$ cat src/rtl/reg_readback_tx.sv
// Parameter-memory read-back framer: fetches a requested address range byte by byte
// and presents SYNC, addr, len, data..., checksum to the UART transmitter.
module reg_readback_tx #(
    parameter int          ADDR_W    = 8,
    parameter logic [7:0]  SYNC_BYTE = 8'hA5
) (
    input  logic              clk_in,
    input  logic              reset,
    input  logic              req_valid,
    output logic              req_ready,
    input  logic [ADDR_W-1:0] req_addr,
    input  logic [7:0]        req_len,
    output logic              mem_rd_en,
    output logic [ADDR_W-1:0] mem_addr,
    input  logic [7:0]        mem_rd_data,
    output logic              tx_valid,
    output logic [7:0]        tx_data,
    input  logic              tx_ready,
    output logic              busy
);

    typedef enum logic [2:0] {
        IDLE      = 3'd0,
        SEND_SYNC = 3'd1,
        SEND_ADDR = 3'd2,
        SEND_LEN  = 3'd3,
        FETCH     = 3'd4,
        WAIT_RD   = 3'd5,
        SEND_DATA = 3'd6,
        SEND_CSUM = 3'd7
    } state_t;

    state_t            state_q, state_d;
    logic              req_ready_q, req_ready_d;
    logic              busy_q, busy_d;
    logic              tx_valid_q, tx_valid_d;
    logic [7:0]        tx_data_q, tx_data_d;
    logic              mem_rd_en_q, mem_rd_en_d;
    logic [ADDR_W-1:0] mem_addr_q, mem_addr_d;
    logic [ADDR_W-1:0] addr_cnt_q, addr_cnt_d;
    logic [7:0]        rem_q, rem_d;
    logic [7:0]        csum_q, csum_d;
    logic              xfer_s;

    // Next-state and next-output logic; every output is registered from its _d value.
    always_comb begin
        state_d     = state_q;
        req_ready_d = 1'b0;
        busy_d      = busy_q;
        tx_valid_d  = tx_valid_q;
        tx_data_d   = tx_data_q;
        mem_rd_en_d = 1'b0;
        mem_addr_d  = mem_addr_q;
        addr_cnt_d  = addr_cnt_q;
        rem_d       = rem_q;
        csum_d      = csum_q;
        xfer_s      = tx_valid_q & tx_ready;

        case (state_q)
            IDLE: begin
                if (req_valid && req_ready_q) begin
                    state_d    = SEND_SYNC;
                    busy_d     = 1'b1;
                    tx_valid_d = 1'b1;
                    tx_data_d  = SYNC_BYTE;
                    addr_cnt_d = req_addr;
                    rem_d      = req_len;
                    csum_d     = 8'h00;
                end else begin
                    req_ready_d = 1'b1;
                    busy_d      = 1'b0;
                    tx_valid_d  = 1'b0;
                end
            end
            SEND_SYNC: begin
                if (xfer_s) begin
                    state_d   = SEND_ADDR;
                    tx_data_d = 8'(addr_cnt_q);
                    csum_d    = csum_q + 8'(addr_cnt_q);
                end else begin
                    state_d = state_q;
                end
            end
            SEND_ADDR: begin
                if (xfer_s) begin
                    state_d   = SEND_LEN;
                    tx_data_d = rem_q;
                    csum_d    = csum_q + rem_q;
                end else begin
                    state_d = state_q;
                end
            end
            SEND_LEN, SEND_DATA: begin
                // rem_q already counts down the byte just offered, so zero means no fetch left
                if (xfer_s) begin
                    if (rem_q == 8'd0) begin
                        state_d   = SEND_CSUM;
                        tx_data_d = csum_q;
                    end else begin
                        state_d     = FETCH;
                        tx_valid_d  = 1'b0;
                        mem_rd_en_d = 1'b1;
                        mem_addr_d  = addr_cnt_q;
                    end
                end else begin
                    state_d = state_q;
                end
            end
            FETCH: begin
                state_d    = WAIT_RD;
                addr_cnt_d = addr_cnt_q + ADDR_W'(1);
            end
            WAIT_RD: begin
                state_d    = SEND_DATA;
                tx_valid_d = 1'b1;
                tx_data_d  = mem_rd_data;
                csum_d     = csum_q + mem_rd_data;
                rem_d      = rem_q - 8'd1;
            end
            SEND_CSUM: begin
                if (xfer_s) begin
                    state_d     = IDLE;
                    tx_valid_d  = 1'b0;
                    busy_d      = 1'b0;
                    req_ready_d = 1'b1;
                end else begin
                    state_d = state_q;
                end
            end
            default: begin
                state_d    = IDLE;
                busy_d     = 1'b0;
                tx_valid_d = 1'b0;
            end
        endcase
    end

    // State and output registers; reset abandons any frame in flight.
    always_ff @(posedge clk_in) begin
        if (reset) begin
            state_q     <= IDLE;
            req_ready_q <= 1'b0;
            busy_q      <= 1'b0;
            tx_valid_q  <= 1'b0;
            tx_data_q   <= 8'h00;
            mem_rd_en_q <= 1'b0;
            mem_addr_q  <= '0;
            addr_cnt_q  <= '0;
            rem_q       <= 8'h00;
            csum_q      <= 8'h00;
        end else begin
            state_q     <= state_d;
            req_ready_q <= req_ready_d;
            busy_q      <= busy_d;
            tx_valid_q  <= tx_valid_d;
            tx_data_q   <= tx_data_d;
            mem_rd_en_q <= mem_rd_en_d;
            mem_addr_q  <= mem_addr_d;
            addr_cnt_q  <= addr_cnt_d;
            rem_q       <= rem_d;
            csum_q      <= csum_d;
        end
    end

    assign req_ready = req_ready_q;
    assign busy      = busy_q;
    assign tx_valid  = tx_valid_q;
    assign tx_data   = tx_data_q;
    assign mem_rd_en = mem_rd_en_q;
    assign mem_addr  = mem_addr_q;

endmodule

$ cat config.mk
export PLATFORM = sky130hd
export DESIGN_NAME = reg_readback_tx
export DESIGN_NICKNAME = d
export VERILOG_FILES = /design/src/rtl/reg_readback_tx.sv
export SDC_FILE = /design/constraint.sdc
export NUM_CORES = 1
export LEC_CHECK = 0
export ABC_AREA = 1
export BUFFER_PORTS_ARGS = -buffer_cell sky130_fd_sc_hd__buf_2
export CORE_MARGIN = 10
export CORE_UTILIZATION = 45
export DETAILED_ROUTE_END_ITERATION = 16
export PLACE_DENSITY_LB_ADDON = 0.3
export SLEW_MARGIN = 5
export SYNTH_ARGS = -nofsm -noshare
export SYNTH_HDL_FRONTEND = slang
export SYNTH_SLANG_ARGS = --single-unit
$ cat constraint.sdc
create_clock -name clk_in -period 3.4 [get_ports clk_in]
set_input_delay 0.34 -clock clk_in [delete_from_list [all_inputs] [get_ports clk_in]]
set_output_delay 0.34 -clock clk_in [all_outputs]
set_load 0.02 [all_outputs]
After elaboration in Yosys (flattened, before gate mapping). Index checks and enable logic that the tools add are counted.

Bits in registers: 47. Input port bits: 28. Output and inout bits: 20. Word-level logic and storage cells: 83.

Add/sub/neg operators: 5. Equality and inequality tests: 14. Muxes and demuxes: 31. Bitwise gates (word level): 4. Reductions and logical operators: 19.

Operators by type and width (number): $mux W8 (10); $pmux W8 S5 (1); $pmux W8 S2 (2); $pmux W8 S4 (1); $add A8 B8 Y8 (3); $pmux W3 S7 (1); $mux W3 (5); $ne A2 B2 Y1 const B (7); $eq A3 B3 Y1 const B (4); $add A8 B1 Y8 const B (1); $logic_not A8 Y1 (1); $reduce_and A4 Y1 (2); $reduce_bool A4 Y1 (2); $sub A8 B1 Y8 const B (1); $mux W1 (7); $eq A3 B2 Y1 const B (2); $reduce_and A2 Y1 (3); $reduce_and A6 Y1 (1); $reduce_bool A2 Y1 (3); $reduce_and A5 Y1 (1); $reduce_bool A5 Y1 (1); $pmux W1 S2 (2); $pmux W1 S4 (1); $eq A3 B1 Y1 const B (1); other kinds (8) (10).

Depth between registers and ports, before layout.
Depth after elaboration: 4. Depth in mapped cells: 18.

Worst setup path before layout. OpenSTA, ideal clock, no wires.

Path kind: reg-to-reg. From: register state_q[0]. To: register csum_q[4]. Setup time: 0.128 ns. Arrival: 2.291 ns. Data required time: 3.272 ns. Path slack: 0.982 ns. Cell stages (with the launch flop): 18. Path buffers: 2. Period minus slack after synthesis: 2.418 ns. Cells stage by stage: dfxtp_1 -> buf_4 -> nand3_4 -> inv_2 -> buf_4 -> nor2_1 -> inv_1 -> o21bai_1 -> ha_1 -> inv_1 -> fa_1 -> inv_1 -> nand3_1 -> nand2_1 -> xnor2_1 -> nor3_1 -> a21oi_1 -> nor2_1.

Cells in the longest elaborated chain, start to end: 3.

Ends and longest elaborated chain: start: declaration (line 33) `state_t state_q, state_d;`; start signal: assignment (line 152) `state_q <= state_d;`; $eq A3 B2 Y1 (tied with other cells) (line 59) `case (state_q)`; $reduce_bool A4 Y1 (no source line) or $ne A2 B2 Y1 (tied branches); $reduce_and A4 Y1 (no source line); end signal: assignment (line 161) `csum_q <= csum_d;`; end: declaration (line 42) `logic [7:0] csum_q, csum_d;`.

Several ways; a longest one is shown, not always the timed one. A chain may end at the register's enable or synchronous reset.

Worst setup path in the final report. Ends and elaborated chain as after synthesis.

==> impl_metrics.py <==
metrics = {
    "outcome": {
        "run_status": "finished clean",
    },
    "critical_path": {
        "critical_path_class": "reg2reg",
        "critical_path_source": "state_q[0]",
        "critical_path_depth": 15,
        "worst_setup_path_end_kind": "register",
        "arrival_ns": 3.03,
        "worstReg2RegStart": "state_q[0]",
        "timing.critical_path.max_delay_family": "flip-flops",
        "r2r.worst_path.cells": 15,
        "worst_setup_path_endpoint": "csum_q[4]",
        "worst-endpoint-required_ns": 3.58,
        "r2r_slack_ns": 0.55,
        "worst_r2r_endpoint": "csum_q[4]",
        "worst-path-max-fanout": 22,
        "start_kind": "register",
        "crit_buf_inv": 3,
        "timing.critical_path.slowest_stage_cell": "dfxtp_1",
        "crit_path_cell_trace": "nand3_4 -> inv_2 -> nand2_1 -> o21ai_1 -> o21bai_1 -> ha_1 -> inv_1 -> fa_1 -> inv_1 -> nand3_1 -> nand2_1 -> xnor2_1 -> nor3_1 -> a21oi_1 -> nor2_1",
        "cpPeakStageDelay_ns": 0.63,
    },
    "detailed_routing": {
        "routed-via-count": 2948,
        "route.final.wire_length_mm": 7.81,
        "avgRoutedWirePerCell_um": 14.0,
        "detail-route-antenna-nets": 0,
        "drtPass1Iterations": 5,
        "drt-initial-drc-count": 165,
        "drc_violations_left": 0,
        "avgViaCountPerCell": 5.27,
    },
    "synthesis": {
        "synthCells": 437,
        "syn-num-nets": 475,
        "synth.yosys.seq_area_share": 0.325,
        "synth_area_per_cell_um2": 6.63,
        "ys_ff_latch": 47,
        "synth_cell_types": 38,
        "yosysWarnings": 0,
        "syn_area_um2": 2900,
    },
    "clocking": {
        "tritoncts": "done",
        "numClockSinks": 47,
        "htreeDepth": 2,
        "cts_setup_buffers": 0,
        "ctsRootBufferMaster": "clkbuf_8",
        "cts.repair.resized": 0,
        "ctsLongestPathBuffers": 2,
        "cts_hold_buffers": 0,
        "path_clk_slew_ns": 0.09,
        "numCtsBuffers": 5,
        "worstSkewPairLatency_ns": 0.30,
    },
    "timing": {
        "setup_viol_count_final": 0,
        "max_clock_freq_ghz": 0.351,
        "final.period_utilization": 0.837,
        "grt_setup_unrepaired": "false",
        "hold_slack_ns": 0.291,
        "max-slew-margin-rel": 0.682,
        "tightestPinTransition_ns": 0.476,
        "final.min_clock_period_ns": 2.85,
        "report.final.slew_viol_count": 0,
        "setup_total_negative_slack_ns": 0,
        "timing.clock.skew_ns": 0.00478,
        "finalHoldViolations": 0,
    },
    "finish": {
        "design_area_um2": 3310,
        "final_net_count": 519,
        "layout-drive-gt1-share": 0.185,
        "area.growth.synth_to_final_pct": 14.2,
        "fin_util": 0.524,
        "antennaDiodeCount": 0,
    },
    "worst_hold_path": {
        "hp-class": "in2reg",
    },
    "global_route": {
        "grt_first_pass_wirelength_mm": 12.8,
        "antenna_violations_before_repair": 0,
        "grt_usage": 0.151,
        "grt_max_degree": 40,
        "overflow": 0,
        "grt_pass1_vias": 2734,
    },
    "floorplan": {
        "design.die.area_um2": 10000,
        "core_region_area_um2": 6310,
        "std_cell_rows": 29,
        "die_w_um": 100,
        "die-height_um": 100,
        "start_util": 0.459,
        "top_level_ports": 48,
    },
    "placed_design": {
        "gpl.final_weighted_congestion": 0.936,
        "detailed_place_hpwl_mm": 5.99,
        "dpl-instance-area_um2": 3190,
        "portBuffers": 47,
    },
    "power": {
        "total_power_uw": 2180,
        "p_per_area_nw_per_um2": 659,
        "leakage_component_of_the_power_uw": 0.00152,
        "worst_ir_drop_vdd_mv": 0.356,
    },
    "job": {
        "max_cap_viol_count": 0,
    },
}
-- how the worst min path moves through the flow --
stage / from / end / slack [ns] / cells past startpoint
after detailed placement: mem_addr[7] / mem_addr[7] / 0.45 / 2
final: req_addr[1] / addr_cnt_q[1] / 0.29 / 3
after global routing: req_addr[1] / addr_cnt_q[1] / 0.30 / 3
after global placement: mem_addr[4] / mem_addr[4] / 0.45 / 2
after CTS: req_addr[1] / addr_cnt_q[1] / 0.28 / 3
after floorplan: rem_q[6] / rem_q[6] / 0.45 / 2
-- final cells by class --
class	instances	area, µm²
Timing Repair Buffer	49	250
Multi-Input combinational cell	328	1710
Clock inverter	2	38.8
Inverter	50	190
Sequential cell	47	941
Tap cell	77	96.3
Fill cell	668	3000
Clock buffer	6	82.6
-- power breakdown --
group          switching [µW]  total [µW]  internal, µW  leakage [µW]
logic                     681         985           304       0.00107
clock network             200         442           242     0.0000618
registers                 105         753           648      0.000383
-- registers in the layout (all words and copies together) (netlist names), 3 cells and up --
| register | count |
|---|---|
| csum_q | 8 |
| mem_addr | 8 |
| tx_data | 8 |
| addr_cnt_q | 8 |
| rem_q | 8 |
| state_q | 3 |
-- worst reg2reg max path, cell delays in order, from the launching register on --
cell	delay, ns
dfxtp_1	0.63
nand3_4	0.21
inv_2	0.31
nand2_1	0.09
o21ai_1	0.15
o21bai_1	0.15
ha_1	0.19
inv_1	0.05
fa_1	0.37
inv_1	0.10
nand3_1	0.07
nand2_1	0.08
xnor2_1	0.11
nor3_1	0.06
a21oi_1	0.12
nor2_1	0.05
-- logic make-up (layout without fill, tap and decap cells) --
group / count (synthesis) / in the layout / synth area share
AND/OR/NAND/NOR: 213 / 213 / 0.337
AO/OA/AOI/OAI: 101 / 101 / 0.196
buffers and inverters: 62 / 107 / 0.0851
flip-flops: 47 / 47 / 0.325
adder cells (fa/ha/maj): 10 / 10 / 0.0458
XOR/XNOR: 4 / 4 / 0.0121
-- per-stage QoR --
step           instances  setup slack (ns)
4_1_cts              559             0.571
3_5_place_dp         551             0.596
6_report             559             0.553
2_1_floorplan        437             0.982
3_3_place_gp         551             0.661
5_1_grt              559             0.215
-- synth_stat cells, drive strengths merged --
master  number  area share
o22ai        1      0.0022
nand4        8       0.019
clkbuf       7      0.0091
o211ai       2      0.0052
buf          5       0.010
o21ai       28       0.048
o21bai       4       0.010
xor2         2      0.0060
inv         50       0.066
nand2      125        0.17
nor3         5      0.0086
or2          2      0.0043
dfxtp       47        0.32
fa           1      0.0069
a22oi        1      0.0026
nor2        43       0.076
ha           9       0.039
a211oi       5       0.013
a31oi        4      0.0086
xnor2        2      0.0060
a21oi       53       0.097
nand3       30       0.060
a21o         1      0.0026
a311oi       1      0.0030
o221ai       1      0.0030
-- placed cells by master (no fill, tap or decap), types with 4 or more instances in the layout --
cell type and instances:
nor3_1 5, o21bai_1 4, nor2_4 5, ha_1 9, clkbuf_8 6, nand4_1 7, inv_1 40, inv_2 9
nor2_1 35, a211oi_1 5, buf_2 47, o21ai_0 20, nand2_1 121, a21oi_1 49, nand3_1 27, dfxtp_1 47
o21ai_1 8, a21oi_2 4, a31oi_1 4
-- layer usage --
metal | share of wire | vias to the layer above | GRT usage
met3 | 0.053 | 12 | 0.0357
met4 | 0.020 | 0 | 0.0446
met1 | 0.45 | 1331 | 0.188
li1 | - | 1533 | -
met2 | 0.48 | 72 | 0.253
met5 | 0 | - | 0
Note: power is estimated with default switching activity, not from simulation.
